--- src/rtl/tta_pkg.sv ---
// Shared types and constants for the TTA program-counter unit.
package tta_pkg;

  typedef enum logic [1:0] {
    PCST_FETCH = 2'b00,
    PCST_MISS  = 2'b01,
    PCST_STALL = 2'b10,
    PCST_HALT  = 2'b11
  } pcst_e;

  localparam int unsigned REL_ABSOLUTE = 0;
  localparam int unsigned REL_PCREL    = 1;

endpackage

--- src/rtl/tta_ras.sv ---
// Circular return-address stack: a full push drops the oldest entry and an
// empty pop leaves the pointers alone; both raise the sticky error flag.
module tta_ras #(
  parameter int unsigned WIDTH  = 18,
  parameter int unsigned RDEPTH = 4,
  parameter int unsigned RDBITS = 2
) (
  input  logic             clock_i,
  input  logic             reset_i,
  input  logic             push,
  input  logic             pop,
  input  logic             conflict,
  input  logic [WIDTH-1:0] push_data,
  output logic [WIDTH-1:0] top,
  output logic             empty,
  output logic             full,
  output logic             err
);

  localparam int unsigned CW = RDBITS + 1;
  localparam logic [CW-1:0] FULL_CNT = CW'(RDEPTH);

  logic [WIDTH-1:0]  mem [RDEPTH];
  logic [RDBITS-1:0] ptr;
  logic [CW-1:0]     count;

  // ptr is the next free slot; once wrapped it also names the oldest entry
  assign top   = mem[ptr - RDBITS'(1)];
  assign empty = (count == '0);
  assign full  = (count == FULL_CNT);

  always_ff @(posedge clock_i) begin
    if (reset_i) begin
      ptr   <= '0;
      count <= '0;
      err   <= 1'b0;
    end else begin
      if (push) begin
        ptr <= ptr + RDBITS'(1);
        if (full) err <= 1'b1;
        else      count <= count + CW'(1);
      end else if (pop) begin
        if (empty) begin
          err <= 1'b1;
        end else begin
          ptr   <= ptr - RDBITS'(1);
          count <= count - CW'(1);
        end
      end
      if (conflict) err <= 1'b1;
    end
  end

  always_ff @(posedge clock_i) begin
    if (push) mem[ptr] <= push_data;
  end

endmodule

--- src/rtl/tta_pcu.sv ---
// TTA program-counter unit: fetch/miss/stall/halt sequencing, PC next-value
// selection and call/return through the return-address stack.
import tta_pkg::*;

module tta_pcu #(
  parameter int unsigned      WIDTH    = 18,
  parameter logic [WIDTH-1:0] INIT     = '0,
  parameter int unsigned      NSTALL   = 2,
  parameter int unsigned      RDEPTH   = 4,
  parameter int unsigned      RDBITS   = 2,
  parameter int unsigned      RELATIVE = 0
) (
  input  logic              clock_i,
  input  logic              reset_i,
  input  logic              enable_i,
  output logic [WIDTH-1:0]  pc_o,
  output logic              fetch_o,
  output logic              latch_o,
  input  logic              ack_i,
  input  logic              hit_i,
  input  logic [WIDTH-1:0]  target_i,
  input  logic              branch_i,
  input  logic              call_i,
  input  logic              ret_i,
  input  logic [NSTALL-1:0] op_i,
  input  logic [NSTALL-1:0] busy_i,
  output logic              stall_no,
  output logic              ras_empty_o,
  output logic              ras_full_o,
  output logic              ras_err_o
);

  pcst_e            state;
  logic             any_stall;
  logic             upd;
  logic [WIDTH-1:0] pc_inc;
  logic [WIDTH-1:0] tgt;
  logic [WIDTH-1:0] ras_top;

  assign any_stall = |(op_i & busy_i);
  assign upd       = ack_i && ((state == PCST_FETCH) || (state == PCST_MISS));
  assign pc_inc    = pc_o + WIDTH'(1);
  assign tgt       = (RELATIVE == REL_PCREL) ? (pc_o + target_i) : target_i;

  // Decoded straight from the state register to keep them off the input paths
  assign stall_no = (state == PCST_FETCH);
  assign fetch_o  = (state == PCST_FETCH) || (state == PCST_MISS);
  assign latch_o  = ack_i;

  always_ff @(posedge clock_i) begin
    if (reset_i) begin
      state <= PCST_FETCH;
    end else begin
      case (state)
        PCST_FETCH: begin
          if (!enable_i)      state <= PCST_HALT;
          else if (!ack_i)    state <= PCST_MISS;
          else if (any_stall) state <= PCST_STALL;
        end
        // enable_i is not looked at so an outstanding refill always completes
        PCST_MISS: begin
          if (!any_stall && hit_i) state <= PCST_FETCH;
        end
        PCST_STALL: begin
          if (!any_stall) state <= enable_i ? PCST_FETCH : PCST_HALT;
        end
        PCST_HALT: begin
          if (enable_i) state <= PCST_FETCH;
        end
        default: state <= PCST_FETCH;
      endcase
    end
  end

  // Return wins over call; a return on an empty stack falls through to pc+1
  always_ff @(posedge clock_i) begin
    if (reset_i) begin
      pc_o <= INIT;
    end else if (upd) begin
      if (ret_i)         pc_o <= ras_empty_o ? pc_inc : ras_top;
      else if (call_i)   pc_o <= tgt;
      else if (branch_i) pc_o <= tgt;
      else               pc_o <= pc_inc;
    end
  end

  tta_ras #(
    .WIDTH  (WIDTH),
    .RDEPTH (RDEPTH),
    .RDBITS (RDBITS)
  ) u_ras (
    .clock_i   (clock_i),
    .reset_i   (reset_i),
    .push      (upd && call_i && !ret_i),
    .pop       (upd && ret_i),
    .conflict  (upd && call_i && ret_i),
    .push_data (pc_inc),
    .top       (ras_top),
    .empty     (ras_empty_o),
    .full      (ras_full_o),
    .err       (ras_err_o)
  );

endmodule

--- config.mk ---
export PLATFORM = sky130hd
export DESIGN_NAME = tta_pcu
export DESIGN_NICKNAME = d
export VERILOG_FILES = /design/src/rtl/tta_pkg.sv /design/src/rtl/tta_ras.sv /design/src/rtl/tta_pcu.sv
export SDC_FILE = /design/constraint.sdc
export NUM_CORES = 1
export LEC_CHECK = 0
export CORE_ASPECT_RATIO = 0.5
export CORE_MARGIN = 4
export CORE_UTILIZATION = 60
export DETAILED_ROUTE_END_ITERATION = 10
export PLACE_DENSITY = 0.95
export SLEW_MARGIN = 25
export SYNTH_ARGS = -nofsm -noshare
export SYNTH_HDL_FRONTEND = slang
export SYNTH_SLANG_ARGS = --single-unit
--- constraint.sdc ---
create_clock -name clock_i -period 5.2 [get_ports clock_i]
set_input_delay 1.04 -clock clock_i [delete_from_list [all_inputs] [get_ports clock_i]]
set_output_delay 1.04 -clock clock_i [all_outputs]
set_load 0.02 [all_outputs]
==> results of run 1 <==
where the power goes:
group          switching (mW)  internal [mW]
Combinational           0.213          0.158
Clock                   0.301          0.327
Sequential             0.0410          0.880
flip-flops by register name, indices dropped and copies added, names as in the netlist:
| signal | cells |
|---|---|
| u_ras.mem | 72 |
| u_ras.err | 1 |
| u_ras.ptr | 2 |
| state | 2 |
| u_ras.count | 3 |
| pc_o | 18 |
Yosys cell counts (2+ instances only):
master	instances	area (um^2)
xnor2_1	11	96.3
a221oi_1	3	26.3
a21oi_1	16	80.1
buf_2	5	25.0
a311oi_1	3	26.3
and2_1	6	37.5
buf_4	3	22.5
a32oi_1	2	17.5
nand2b_1	2	12.5
inv_1	18	67.6
mux2i_1	2	20.0
o21ai_2	2	17.5
mux4_2	17	383
nand4_1	3	18.8
ha_1	6	75.1
and3_1	5	31.3
nand3_1	6	30.0
nor3_1	9	45.0
or3_1	2	12.5
nor2_1	41	154
clkbuf_8	4	55.1
a31oi_1	4	25.0
nor3b_1	2	15.0
buf_6	2	22.5
dfxtp_1	26	521
xor2_1	6	52.6
edfxtp_1	72	2160
a211oi_1	11	82.6
a22o_1	3	26.3
nand4_4	2	42.5
o21ai_0	16	80.1
o22ai_1	2	12.5
nor4_1	2	12.5
nand2_1	12	45.0
a22oi_1	4	30.0
clkbuf_1	4	15.0
path summary, 6_finish.rpt:
kind	from	depth (start not counted)	slack, ps	to
max reg2reg	u_ras.ptr[0]$_SDFFE_PP0P_	7	2250	pc_o[5]$_SDFFE_PP0N_
max	ack_i	2	1910	latch_o
min reg2reg	u_ras.err$_SDFFE_PP0P_	2	480	u_ras.err$_SDFFE_PP0P_
min	u_ras.err$_SDFFE_PP0P_	2	480	u_ras.err$_SDFFE_PP0P_
cells by family after synthesis:
family	Yosys count	share of synthesized area, %
AO/OA/AOI/OAI	73	10.3
flip-flops	98	57.5
AND/OR/NAND/NOR	105	12.3
adder cells (fa/ha/maj)	6	1.61
multiplexers	21	9.44
XOR/XNOR	18	3.54
buffers and inverters	38	5.23
layer usage:
| metal | part of all wire (%) | track usage, % |
|---|---|---|
| met1 | 36 | 35.0 |
| met2 | 46 | 43.0 |
| met3 | 13 | 8.71 |
| met4 | 5.5 | 16.2 |
| met5 | 0 | 0 |
cell type report:
class                           instances  share of cell area, %
Clock buffer                            9                   4.10
Timing Repair Buffer                   60                   10.7
Sequential cell                        98                   48.8
Clock inverter                          7                  0.979
Multi-Input combinational cell        223                   31.6
Tap cell                               96                   2.19
Inverter                               19                   1.53
stage by stage:
stage / cells / hold WS [ps] / util, % / area, um^2
3_3_place_gp: 495 / 450 / 70.0 / 5200
5_1_grt: 512 / 532 / 73.9 / 5500
3_5_place_dp: 495 / 467 / 70.0 / 5200
4_1_cts: 511 / 482 / 73.7 / 5480
6_report: 512 / 475 / 73.9 / 5500
2_1_floorplan: 359 / 471 / - / 4660
==> results.md, run 1 <==
* Core Region at 7430 um^2
* # setup viols final at 0
* Multi-input gate area at 1740 um^2
* Worst Setup End Kind: output pin
* Buffers on Ports at 53
* CTS Root Cell: clkbuf_16
* Type of the most critical hold path: reg2reg
* Slowest cell on crit path: clkdlybuf4s50_1
* Cells after Synth at 359
* Site row count at 22
* Worst-Skew Late Latency at 350 ps
* Share of cells above drive strength 1 at 13.2%
* Initial antenna violation count at 0
* Tmin final at 3290 ps
* CP Launch Type: input pin
* CTS tree: built
* Initial Util at 62.7%
* Final Skew at 7.38 ps
* Die Span Y at 70.3 um
* RSZ-0062 raised after global routing: false
* Static Leak at 1.91 nW
* WL final at 12,400 um
* CP most frequent cell: clkdlybuf4s50_1
* Remaining antenna violation count after routing at 0
* DRT Pass-1 Iters at 5
* Synth warn at 0
* Critical path buffers and inverters at 2
* Power per cell area at 349 nW/um^2
* CTS Buffer Depth at 2
* Drt wl/cell at 24.1 um
* Setup slack after layout at 1910 ps
* Max Fanout on Critical Path at 7
* DRC Markers at 0
* Peak VDD IR at 0.196 mV
* Slew Viols, Final at 0
* Most used DFF post-synth: edfxtp_1
* Delay-heaviest family, CP: buffers and inverters
* Die Wd at 133 um
* Antenna Cells at 0
* Total GRT Usage at 27.9%
* Post-synthesis sequential area ratio at 57.5%
* Setup TNS at 0 ps
* Via-to-Cell Ratio at 6.79
* Most frequent cells in the layout: 72 x edfxtp_1, 53 x clkdlybuf4s50_1, 41 x nor2_1
* Status: completed
* CTS clk-pin slew, worst paths at 60 ps
* Least-Margin Pin Slew at 1010 ps
* Relative slew slack at 32.6%
* Ys async rst share at 0%
* GP Congestion at 0.862
* Via count at 3,477
* Hold_buf cts at 0
* Most common cell after layout, fill and taps aside: edfxtp_1
* Register Area at 2680 um^2
* Total power at 1.92 mW
* Max-cap violations at 0
* Setup Buffers After CTS at 0
* CTS resizes at 0
* Crit Path Category: in2out
* WP data arrival at 2250 ps
* Post-synth EDFFs at 72
* Area delta synth->final at 17.8%
* Initial drt markers at 459
* Fin crit share at 63.3%
* Post-Syn Area at 4660 um^2
* Synth cell types at 61
* Die area at 9330 um^2
* Global-route wire length before repair at 19,600 um
* Fill cells at 420
* Syn nets at 395
* Post-place setup slack at 1890 ps
* Largest net degree at the start of global routing at 23
* CP max stage delay at 640 ps
* Final Hold Viols at 0
* Syn Area/Cell at 13.0 um^2
* Worst EP required at 4160 ps
* Fin nets at 447
* Sink Count at 98
* CTS Buf Count at 9
* Global route overflow at 0
* Worst-path cell chain: clkdlybuf4s50_1 > clkdlybuf4s50_1
* # IOs at 54
* Number of global-route vias before repair at 3,541
* Highest clock rate at 304 MHz
* HPWL after DPL at 7570 um
* FF+latch count, synth at 98
* H-tree Lvls at 3
Power figures use the tool's default switching activity.
==> run 2: changes to the inputs <==
--- a/config.mk
+++ b/config.mk
@@ -7,9 +7,9 @@
 export LEC_CHECK = 0
 export CORE_ASPECT_RATIO = 0.5
 export CORE_MARGIN = 4
-export CORE_UTILIZATION = 60
+export CORE_UTILIZATION = 56
 export DETAILED_ROUTE_END_ITERATION = 10
-export PLACE_DENSITY = 0.95
+export PLACE_DENSITY = 0.92
 export SLEW_MARGIN = 25
 export SYNTH_ARGS = -nofsm -noshare
 export SYNTH_HDL_FRONTEND = slang
==> constraint.sdc (replaced) <==
create_clock -name clock_i -period 3.2 [get_ports clock_i]
set_input_delay 0.64 -clock clock_i [delete_from_list [all_inputs] [get_ports clock_i]]
set_output_delay 0.64 -clock clock_i [all_outputs]
set_load 0.02 [all_outputs]
==> run 2 against run 1 <==
  * Sequential power grew 62%
  * Global-route usage shrank 2.5 points
  * Clock skew grew 2.3 ps
  * Sequential cell count is the same
  * Worst setup slack lost 1500 ps
  * Sequential share of layout area shrank 1.1 points
  * Register-to-register slack lost 1300 ps
  * Critical path depth grew 1
  * Non-clock buffer count grew 8
  * Clock power grew 64%
==> results.md, run 2 (synthesis results as in run 1) <==
* Post-route design area at 5630 um^2
* Initial Util at 57.9%
* Worst EP required at 2560 ps
* Worst Setup End Kind: output pin
* Largest net degree at the start of global routing at 29
* # IOs at 54
* Slowest cell on crit path: or3_1
* Global route overflow at 0
* GP Congestion at 0.860
* CTS clk-pin slew, worst paths at 60 ps
* Top flop regs: u_ras.mem x72, pc_o x18, u_ras.count x3
* Max-cap violations at 0
* Type of the most critical hold path: reg2reg
* Remaining antenna violation count after routing at 0
* Via count at 3,451
* Critical path buffers and inverters at 2
* RSZ-0062 raised after global routing: false
* Core Region at 8060 um^2
* Share of cells above drive strength 1 at 15.1%
* Fin crit share at 87.3%
* Site row count at 23
* Sink Count at 98
* Total GRT Usage at 25.4%
* Die Wd at 137 um
* Status: completed
* Relative slew slack at 45.0%
* Worst-Skew Late Latency at 350 ps
* Setup slack after layout at 405 ps
* Highest clock rate at 358 MHz
* DRT Pass-1 Iters at 5
* Placed Area at 5340 um^2
* Die Span Y at 72.5 um
* Post-place setup slack at 290 ps
* Max Fanout on Critical Path at 13
* Initial antenna violation count at 0
* Final Hold Viols at 0
* Most frequent cells in the layout: 72 x edfxtp_1, 53 x clkdlybuf4s50_1, 41 x nor2_1
* WP data arrival at 2150 ps
* # setup viols final at 0
* Most common cell after layout, fill and taps aside: edfxtp_1
* Least-Margin Pin Slew at 825 ps
* Max FFs per register at 72
* Antenna Cells at 0
* HPWL after DPL at 8080 um
* Tmin final at 2790 ps
* Setup Buffers After CTS at 0
* Worst-path cell chain: or3_1 > clkinv_8 > clkdlybuf4s50_1
* Final Skew at 9.70 ps
* CTS Buffer Depth at 2
* Die area at 9940 um^2
* Initial drt markers at 462
* Static Leak at 1.98 nW
* WL final at 11,900 um
* Crit Path Category: reg2out
* Fin nets at 455
* Power per cell area at 557 nW/um^2
* CTS Buf Count at 9
* Setup TNS at 0 ps
* Hold_buf cts at 0
* Peak VDD IR at 0.347 mV
* Via-to-Cell Ratio at 6.44
* H-tree Lvls at 3
* DRC Markers at 0
* Delay-heaviest family, CP: buffers and inverters
* Slew Viols, Final at 0
* CTS resizes at 0
* Area delta synth->final at 20.7%
* Drt wl/cell at 22.3 um
* CTS Root Cell: clkbuf_16
* Buffers on Ports at 53
* Largest register by flop count: u_ras.mem
* CP max stage delay at 640 ps
* Global-route wire length before repair at 18,700 um
* CP Launch Type: flip-flop
* CTS tree: built
* Number of global-route vias before repair at 3,437
-- run 2: cell types whose count changed in the layout (fill, tap and decap cells not counted) --
cell,delta
buf_12,+4
buf_4,+5
buf_8,-1
clkinv_1,-1
clkinv_4,+4
clkinvlp_4,-3
-- run 2: power breakdown --
part | switching [mW] | internal, mW | leakage (nW)
Clock | 0.494 | 0.540 | 0.138
Combinational | 0.345 | 0.264 | 0.962
Sequential | 0.0623 | 1.43 | 0.877
-- run 2: per-layer routing --
layer,vias to the layer above,part of all wire (%),track usage (%)
met3,41,9.5,7.62
met1,1692,40,32.3
met2,234,47,40.9
li1,1484,-,-
met4,0,3.2,11.0
met5,-,0,0
-- run 2: worst register-to-register path, stage by stage, from the launching register on --
cell     delay (ps)
dfxtp_1         440
inv_1           110
ha_1            490
buf_4           300
mux4_2          340
a221o_1         300
o21ai_0         100
a21oi_1          90
-- run 2: final cells by class --
type | count | area (um^2)
inverters | 19 | 83.8
clock buffers | 9 | 225
repair buffers | 68 | 693
well taps | 112 | 140
flip-flops and latches | 98 | 2680
fillers | 519 | 2430
multi-input cells | 223 | 1740
clock inverters | 7 | 62.6
-- run 2: worst paths after layout --
path / from / end / slack [ps] / cells past startpoint
max: u_ras.count[0]$_SDFFE_PP0P_ / ras_empty_o / 410 / 3
min: u_ras.err$_SDFFE_PP0P_ / u_ras.err$_SDFFE_PP0P_ / 490 / 2
max reg2reg: u_ras.ptr[1]$_SDFFE_PP0P_ / pc_o[9]$_SDFFE_PP0N_ / 910 / 7
min reg2reg: u_ras.err$_SDFFE_PP0P_ / u_ras.err$_SDFFE_PP0P_ / 490 / 2
-- run 2: metrics by stage --
step                total power, mW  utilization (%)  hold slack (ps)  instances
global route                   3.24             69.8              528        536
detailed placement             2.11             66.3              481        520
floorplan                      1.91                -              471        359
CTS                            3.13             69.8              497        536
finish                         3.13             69.8              493        536
global placement               2.09             66.3              454        520
==> run 3: changes to the inputs <==
--- a/config.mk
+++ b/config.mk
@@ -8,8 +8,9 @@
 export CORE_ASPECT_RATIO = 0.5
 export CORE_MARGIN = 4
 export CORE_UTILIZATION = 56
+export CTS_BUF_LIST = sky130_fd_sc_hd__clkbuf_4 sky130_fd_sc_hd__clkbuf_8 sky130_fd_sc_hd__clkbuf_16
 export DETAILED_ROUTE_END_ITERATION = 10
-export PLACE_DENSITY = 0.92
+export PLACE_DENSITY = 0.78
 export SLEW_MARGIN = 25
 export SYNTH_ARGS = -nofsm -noshare
 export SYNTH_HDL_FRONTEND = slang
==> run 3 against run 2 <==
  * Sequential cell count stayed put
  * Die area stayed put
  * Fmax is 0.13% lower
  * Largest power group unchanged
==> results.md, run 3 (synthesis results as in run 1) <==
* Static Leak at 1.98 nW
* Hold path startpoint: u_ras.err$_SDFFE_PP0P_
* Least-Margin Pin Slew at 729 ps
* Final cell count without fillers at 536
* RSZ-0062 raised after global routing: false
* Int Power at 2.30 mW
* Net Switching at 0.836 mW
* Type of the most critical hold path: reg2reg
* Worst Setup End Kind: output pin
* Final core occ at 69.2%
* # IOs at 54
* CTS clk-pin slew, worst paths at 60 ps
* HPWL after DPL at 7690 um
* Setup TNS at 0 ps
* Seq pwr share at 47.5%
* Most common cell after layout, fill and taps aside: edfxtp_1
* Most frequent cells in the layout: 72 x edfxtp_1, 53 x clkdlybuf4s50_1, 41 x nor2_1
* Die Span Y at 72.5 um
* Slew Viols, Final at 0
* Initial Util at 57.9%
* Worst-Skew Late Latency at 340 ps
* R2R Setup Slk at 1060 ps
* Relative slew slack at 51.4%
* Largest register by flop count: u_ras.mem
* CP max stage delay at 650 ps
* Site row count at 23
* Peak VDD IR at 0.453 mV
* Die area at 9940 um^2
* Initial drt markers at 308
* Remaining antenna violation count after routing at 0
* Via-to-Cell Ratio at 6.17
* Worst EP required at 2560 ps
* WP data arrival at 2160 ps
* Hold_buf cts at 0
* Initial antenna violation count at 0
* Slowest cell on crit path: or3_1
* Largest net degree at the start of global routing at 22
* Core Region at 8060 um^2
* DRC Markers at 0
* Hold endpoint: u_ras.err$_SDFFE_PP0P_
* Via count at 3,307
* Status: completed
* R2R depth at 7
* H-tree Lvls at 3
* Top flop regs: u_ras.mem x72, pc_o x18, u_ras.count x3
* Total GRT Usage at 24.2%
* CTS tree: built
* Drt wl/cell at 21.0 um
* CTS Buf Count at 9
* DRT Pass-1 Iters at 5
* Post-Place Cells at 520
* CTS Buffer Depth at 2
* Highest clock rate at 357 MHz
* Total power at 3.14 mW
* Global-route wire length before repair at 17,800 um
* Sink Count at 98
* # setup viols final at 0
* Crit Path Category: reg2out
* Global route overflow at 0
* Max Fanout on Critical Path at 13
* Hold depth at 2
* Crit Reg-Reg Startpoint: u_ras.ptr[1]$_SDFFE_PP0P_
* CTS resizes at 0
* Delay-heaviest family, CP: buffers and inverters
* Number of global-route vias before repair at 3,274
* Antenna Cells at 0
* Fin nets at 455
* Net Sw Frac at 26.7%
* Worst-path cell chain: or3_1 > clkinv_8 > clkdlybuf4s50_1
* Critical path buffers and inverters at 2
* Clock power frac at 33.3%
* Final Hold Viols at 0
* Share of cells above drive strength 1 at 14.9%
* Comb pwr share at 19.2%
* Hold slack final at 469 ps
* Tmin final at 2800 ps
* Final Skew at 5.35 ps
* Fill cells at 567
* Max-cap violations at 0
* Setup Buffers After CTS at 0
* WL final at 11,200 um
* Fin crit share at 87.4%
* Max FFs per register at 72
* GP Congestion at 0.919
* Buffers on Ports at 53
* Area delta synth->final at 19.6%
* Die Wd at 137 um
* CTS Root Cell: clkbuf_16
* CP Launch Type: flip-flop
* Power per cell area at 562 nW/um^2
* R2R Path End: pc_o[9]$_SDFFE_PP0N_
## run 3: cell types whose count changed in the layout (fill, tap and decap cells not counted), sizes merged
cell / previous run / this run
inv: 20 / 18
clkbuf: 9 / 10
bufinv: 0 / 1
clkinv: 5 / 6
clkinvlp: 1 / 0
## run 3: power by group through the flow
stage | Sequential [mW] | Clock, mW | Combinational [mW]
floorplan | 1.53 | 0 | 0.376
global placement | 1.51 | 0 | 0.577
detailed placement | 1.51 | 0 | 0.593
CTS | 1.49 | 1.06 | 0.597
global route | 1.50 | 1.13 | 0.644
finish | 1.49 | 1.05 | 0.601
## run 3: metal layers
metal  vias to the layer above  part of all wire (%)  GRT usage [%]
met1                      1617                    42           32.9
met4                         0                   2.3           7.96
met2                       183                    48           39.1
li1                       1475                     -              -
met5                         -                     0              0
met3                        32                   8.5           5.82
## run 3: cell type report
cell class / count / area (um^2) / share of cell area [%]
Clock inverter: 6 / 57.6 / 1.03
Inverter: 19 / 83.8 / 1.50
Sequential cell: 98 / 2680 / 48.1
Timing Repair Buffer: 68 / 643 / 11.5
Multi-Input combinational cell: 223 / 1740 / 31.2
Clock buffer: 10 / 233 / 4.17
Tap cell: 112 / 140 / 2.51
## run 3: tightest hold or removal path, delay by kind of cell, from the launching register on
kind / cells / cell delay (ps)
DFF: 1 / 330
and+or+nand+nor: 2 / 120
## run 3: through the flow
step	setup WS [ps]	instance area, um^2
3_3_place_gp	583	5290
2_1_floorplan	731	4660
5_1_grt	369	5580
6_report	402	5580
4_1_cts	409	5580
3_5_place_dp	450	5290
## run 3: worst max-delay path by stage
stage                                  endpoint  cells after the start                         from  slack [ps]
finish                              ras_empty_o                      3  u_ras.count[0]$_SDFFE_PP0P_         400
floorplan                 pc_o[12]$_SDFFE_PP0N_                      9    u_ras.ptr[0]$_SDFFE_PP0P_         730
global placement    u_ras.count[2]$_SDFFE_PP0P_                      9                        ack_i         580
global route                        ras_empty_o                      3  u_ras.count[0]$_SDFFE_PP0P_         370
detailed placement  u_ras.count[2]$_SDFFE_PP0P_                      9                        ack_i         450
CTS                                 ras_empty_o                      3  u_ras.count[0]$_SDFFE_PP0P_         410
